<file path="src/rtl/tpu_matmul_core_pkg.sv">
// Shared widths, sequencer phase type and element-indexing helpers for the
// 2x2 matrix-multiply core.
package tpu_matmul_core_pkg;

  localparam int ELEM_W = 4;
  localparam int N_ELEM = 4;
  localparam int WORD_W = ELEM_W * N_ELEM;
  localparam logic [1:0] LAST_ELEM = 2'(N_ELEM - 1);

  typedef enum logic {
    PH_A = 1'b0,
    PH_B = 1'b1
  } phase_t;

  // Row-major slot of M[row][col] inside a packed word.
  function automatic logic [1:0] elem_idx(input int row, input int col);
    return 2'(row * 2 + col);
  endfunction

  function automatic logic [ELEM_W-1:0] get_elem(input logic [WORD_W-1:0] word,
                                                 input logic [1:0] idx);
    return word[int'(idx) * ELEM_W +: ELEM_W];
  endfunction

endpackage

</file>
<file path="src/rtl/tpu_matmul_core_word_assembler.sv">
// Collects four 4-bit elements, one per strobe, into a packed 2x2 word and
// pulses flat_comple for one cycle when a word completes.
module tpu_word_assembler
  import tpu_matmul_core_pkg::*;
(
  input  logic              clk,
  input  logic              rst,
  input  logic [7:0]        dato,
  input  logic              rx_flat,
  output logic [WORD_W-1:0] data_comple,
  output logic              flat_comple
);

  logic [1:0]        counter;
  logic [WORD_W-1:0] slots;
  logic [WORD_W-1:0] word_next;
  logic              unused_hi;

  assign unused_hi = ^dato[7:ELEM_W];

  always_comb begin
    word_next = slots;
    word_next[int'(counter) * ELEM_W +: ELEM_W] = dato[ELEM_W-1:0];
  end

  always_ff @(posedge clk or negedge rst) begin
    if (!rst) begin
      counter     <= '0;
      slots       <= '0;
      data_comple <= '0;
      flat_comple <= 1'b0;
    end else begin
      flat_comple <= 1'b0;
      if (rx_flat) begin
        slots   <= word_next;
        counter <= counter + 2'd1;
        if (counter == LAST_ELEM) begin
          data_comple <= word_next;
          flat_comple <= 1'b1;
        end
      end
    end
  end

endmodule

</file>
<file path="src/rtl/tpu_matmul_core.sv">
// 2x2 matrix-multiply core: first completed word becomes A, the second is B,
// A x B (mod 16 per element) is registered and can be accumulated.
module tpu_matmul_core
  import tpu_matmul_core_pkg::*;
(
  input  logic              clk,
  input  logic              rst,
  input  logic [7:0]        dato,
  input  logic              rx_flat,
  input  logic              accu_en,
  input  logic              clear,
  output logic [WORD_W-1:0] data_comple,
  output logic              flat_comple,
  output logic [WORD_W-1:0] result,
  output logic              listo,
  output logic [WORD_W-1:0] out
);

  phase_t            phase;
  logic              mm_en;
  logic [WORD_W-1:0] a_reg;
  logic [WORD_W-1:0] prod;
  logic [WORD_W-1:0] acc_next;

  tpu_word_assembler u_assembler (
    .clk        (clk),
    .rst        (rst),
    .dato       (dato),
    .rx_flat    (rx_flat),
    .data_comple(data_comple),
    .flat_comple(flat_comple)
  );

  // B is never copied: data_comple holds it until the next word completes.
  always_comb begin
    prod = '0;
    for (int r = 0; r < 2; r++) begin
      for (int c = 0; c < 2; c++) begin
        prod[int'(elem_idx(r, c)) * ELEM_W +: ELEM_W] =
          ELEM_W'(get_elem(a_reg, elem_idx(r, 0)) * get_elem(data_comple, elem_idx(0, c)) +
                  get_elem(a_reg, elem_idx(r, 1)) * get_elem(data_comple, elem_idx(1, c)));
      end
    end
  end

  always_comb begin
    acc_next = '0;
    for (int i = 0; i < N_ELEM; i++) begin
      acc_next[i * ELEM_W +: ELEM_W] =
        ELEM_W'(out[i * ELEM_W +: ELEM_W] + result[i * ELEM_W +: ELEM_W]);
    end
  end

  always_ff @(posedge clk or negedge rst) begin
    if (!rst) begin
      phase  <= PH_A;
      a_reg  <= '0;
      mm_en  <= 1'b0;
      result <= '0;
      listo  <= 1'b0;
      out    <= '0;
    end else begin
      mm_en <= 1'b0;
      listo <= 1'b0;
      if (flat_comple) begin
        if (phase == PH_A) begin
          a_reg <= data_comple;
          phase <= PH_B;
        end else begin
          phase <= PH_A;
          mm_en <= 1'b1;
        end
      end
      if (mm_en) begin
        result <= prod;
        listo  <= 1'b1;
      end
      if (clear) begin
        out <= '0;
      end else if (accu_en) begin
        out <= acc_next;
      end
    end
  end

endmodule

</file>
<file path="config.mk">
export PLATFORM = sky130hd
export DESIGN_NAME = tpu_matmul_core
export DESIGN_NICKNAME = d
export VERILOG_FILES = /design/src/rtl/tpu_matmul_core_pkg.sv /design/src/rtl/tpu_matmul_core_word_assembler.sv /design/src/rtl/tpu_matmul_core.sv
export SDC_FILE = /design/constraint.sdc
export NUM_CORES = 1
export LEC_CHECK = 0
export ABC_CLOCK_PERIOD_IN_PS = 3900
export CAP_MARGIN = 5
export CORE_ASPECT_RATIO = 0.5
export CORE_MARGIN = 4
export CORE_UTILIZATION = 45
export DETAILED_ROUTE_END_ITERATION = 16
export PLACE_DENSITY_LB_ADDON = 0.1
export REMOVE_ABC_BUFFERS = 1
export SLEW_MARGIN = 10
export SYNTH_ARGS = -nofsm -noshare
export SYNTH_HDL_FRONTEND = slang
export SYNTH_HIERARCHICAL = 1
export SYNTH_SLANG_ARGS = --single-unit
export TNS_END_PERCENT = 100
</file>
<file path="constraint.sdc">
create_clock -name clk -period 3.9 [get_ports clk]
set_input_delay 0.585 -clock clk [delete_from_list [all_inputs] [get_ports clk]]
set_output_delay 0.585 -clock clk [all_outputs]
set_load 0.02 [all_outputs]
</file>
==> results of run 1 <==
## through the flow
stage / hold slack (ps) / cell area, sq um / instances / power [W] / worst slack [ps]
2_1_floorplan: 289 / 5320 / 513 / 0.00319 / 275
3_3_place_gp: 467 / 6230 / 748 / 0.00419 / 281
3_5_place_dp: 476 / 6230 / 748 / 0.00424 / 196
4_1_cts: 351 / 6580 / 764 / 0.00530 / 180
5_1_grt: 380 / 6580 / 764 / 0.00567 / 28.8
6_report: 326 / 6580 / 764 / 0.00524 / 217
## cell usage after synthesis (all sizes together) (8+ instances only)
library cell	instances
xnor2	39
nor2	33
mux2i	8
clkbuf	16
a21oi	19
fa	12
nor2b	8
inv	27
and2	49
mux2	13
xor2	19
nand2	90
ha	57
dfrtp	82
## report_power, final
group / switching (W) / internal (W)
combinational: 0.00131 / 0.00132
clock: 0.000352 / 0.000645
sequential: 0.000427 / 0.00118
total: 0.00209 / 0.00315
## logic make-up (layout without fill, tap and decap cells)
kind of cell	count (synthesis)	count (layout)	synth area share (%)
simple gates	192	192	17.5
fa+ha+maj	69	69	17.6
compound gates	60	60	7.96
xor+xnor	62	62	11.2
flops	82	82	37.9
mux	21	21	4.26
buf+inv	48	119	3.58
## routing by layer
metal,vias up,track usage (%),share of wire (%)
li1,1909,-,-
met1,1863,28.1,52
met2,68,28.1,43
met3,11,4.37,4.2
met4,0,3.58,0.76
met5,-,0,0
## final cells by class
type                       instances  area [sq um]  area share [%]
sequential                        82          2050            31.2
clock buffer                      10           239            3.63
timing repair buffer              76           713            10.8
clock inverter                     6           113            1.71
inverter                          27           101            1.54
multi-input combinational        404          3160            48.1
tap                              159           199            3.02
## path summary, 6_finish.rpt
path                                   endpoint                   startpoint  slack, ps
max reg2reg                          result[15]  u_assembler/data_comple[12]        220
min                        u_assembler/slots[5]                          rst        330
min reg2reg                u_assembler/slots[5]         u_assembler/slots[5]        490
min in group clk           u_assembler/slots[5]         u_assembler/slots[5]        490
max in group asynchronous             result[0]                          rst       2760
max                                  result[15]  u_assembler/data_comple[12]        220
## placed cells by master (no fill, tap or decap), drive strengths merged
master	instances
ha	57
and4bb	2
dfrtp	82
inv	28
bufinv	3
a221oi	4
clkinv	2
mux2i	8
nand4bb	1
and2	49
nor4b	1
nor2	33
o31ai	1
and3	1
nand2b	1
clkbuf	10
a31oi	7
nor2b	8
buf	19
a21oi	19
mux2	13
and2b	1
xor2	19
xnor2	39
fa	12
a211oi	4
nand4b	1
clkdlybuf4s50	57
or3	4
a22o	7
a21o	5
a32o	6
o21ai	7
xnor3	4
nand2	90
==> implementation parameters, run 1 <==
Parameter                              Value

Clock tree
  TritonCTS clock tree    yes
  Resized Gates After CTS    0
  Number of buffers created by CTS    9
  Clock transition at path regs    60 ps
  Number of buffers on the longest clock path    2
  Root buf cell    sky130_fd_sc_hd__clkbuf_16
  Clock latency at the later pin of the worst-skew pair    340 ps
  Hold_buf cts    0
  Post-CTS setup buffers    0
  Maximum level of the CTS H-tree    3
  Count of clock tree sinks    82

Floorplanning
  Horiz. Die Dim    about 160 microns
  Top-level port count    63
  Initial Utilization    47.7%
  Die area    0.0139 sq mm
  Number of cell rows    27
  Die span in y    85.5 microns
  Placeable Area    roughly 0.011 sq mm

Global routing
  Number of antenna violations at the first check in global routing    0
  Maximum number of pins on one net before global-route repair    62
  Wire length of the first global-routing pass    20700 microns
  Sum of overflow across all layers after global routing    0
  Vias in the first global route    3850
  Global Route Usage Sum    a little under a fifth

Synth
  Flops & latches, synth    82
  Post-Syn Instances    534
  Post-synthesis instance area    0.00541 sq mm
  Number of enable flip-flop cells after synthesis    0
  Ranking of synthesized cells by area    sky130_fd_sc_hd__dfrtp_1 38%, sky130_fd_sc_hd__ha_1 13%, sky130_fd_sc_hd__xnor2_1 6.2%
  Unique cell type count in the Yosys netlist    39
  Fraction of synthesis flops using an asynchronous set or reset pin    100%
  Cell accounting for the most synthesized area    sky130_fd_sc_hd__dfrtp_1
  Sequential fraction of the synthesis area    37.9%
  Post-Syn Area per Cell    10.1 sq um
  Dominant register cell in the synthesized netlist    sky130_fd_sc_hd__dfrtp_1
  YS warnings    6
  Yosys top cell area share    37.9%

Routing
  Average detailed-routed wire length per instance    between 15 and 20 microns
  Remaining design rule violation count    0
  Total vias in the final route    roughly 3.9k
  Vias per Instance    5.04
  Antenna Nets Post-Route    0
  DRT iter0 DRCs    150
  Drt pass-1 iters    4
  DRT Wirelength    12300 microns

Critical path
  Cell count of the worst reg-to-reg path    13
  CP Data Arrival Time    3910 ps
  Critical Path Stages    13
  Cell Chain, Critical Path    and2_2 -> ha_1 -> ha_1 -> inv_1 -> fa_1 -> fa_1 -> inv_1 -> ha_1 -> xor2_1 -> xnor2_1 -> xnor2_1 -> xnor3_1 -> mux2_4
  Family of cells with the greatest summed delay on the critical path    adder cells
  Max incr delay on CP    570 ps
  Critical path data required time    4120 ps
  Critical setup path kind    reg -> reg
  Cell at the slowest stage of the critical path    sky130_fd_sc_hd__fa_1
  Critical path capture point type    register
  Buffer and inverter count on the worst path    2
  Largest driver fanout on the critical path    7
  Most repeated library cell on the critical path    sky130_fd_sc_hd__ha_1
  Critical Path Source Type    register

Timing
  Number of failing hold endpoints at the final stage    0
  Actual slew at the worst max-slew pin    1170 ps
  Final worst path period share    94.4%
  RSZ-0062 raised after global routing    false
  Fin Clk Skew    around 4.2 ps
  Headroom to the max-slew limit    21.6%
  Setup total negative slack    0 ps
  Clock period minus final worst setup slack    3680 ps
  Achievable clock frequency    272 MHz
  Count of final setup violators    0
  Final count of pins violating max slew    0

Worst hold path
  Classification of the worst-slack hold path    in -> async

Power
  Peak supply drop    ~0.29 mV
  Power density over the cells    796 mW/mm^2
  Static power due to leakage    3.24 nW

Finish
  Ant diodes    0
  Number of filler instances in the final layout    between 1k and 1.5k
  Fin util    between 50% and 60%
  Number of nets in the finished design    682
  Area growth, synth to finish    21.6%
  Layout cell share with drive strength beyond 1    10.2%

Placed design
  Post-DP HPWL    between 9000 and 10000 microns
  Weighted congestion at the end of routability-driven global placement    0.845
  Count of buffers from port buffering    58

Run status
  Status    finished, final reports clean

Job
  Maximum Capacitance Violations    0
No activity file was read; power rests on OpenSTA's default activity.
==> run 2: changes to the inputs <==
SETUP_SLACK_MARGIN = 0.02   (was not set)
==> results of run 2 <==
Same layout as run 1: the final DEF is identical, and so are final timing and power.
==> run 3: changes to the inputs <==
CAP_MARGIN = not set   (was 5)
==> results of run 3 <==
Same layout as run 1: the final DEF is identical, and so are final timing and power.
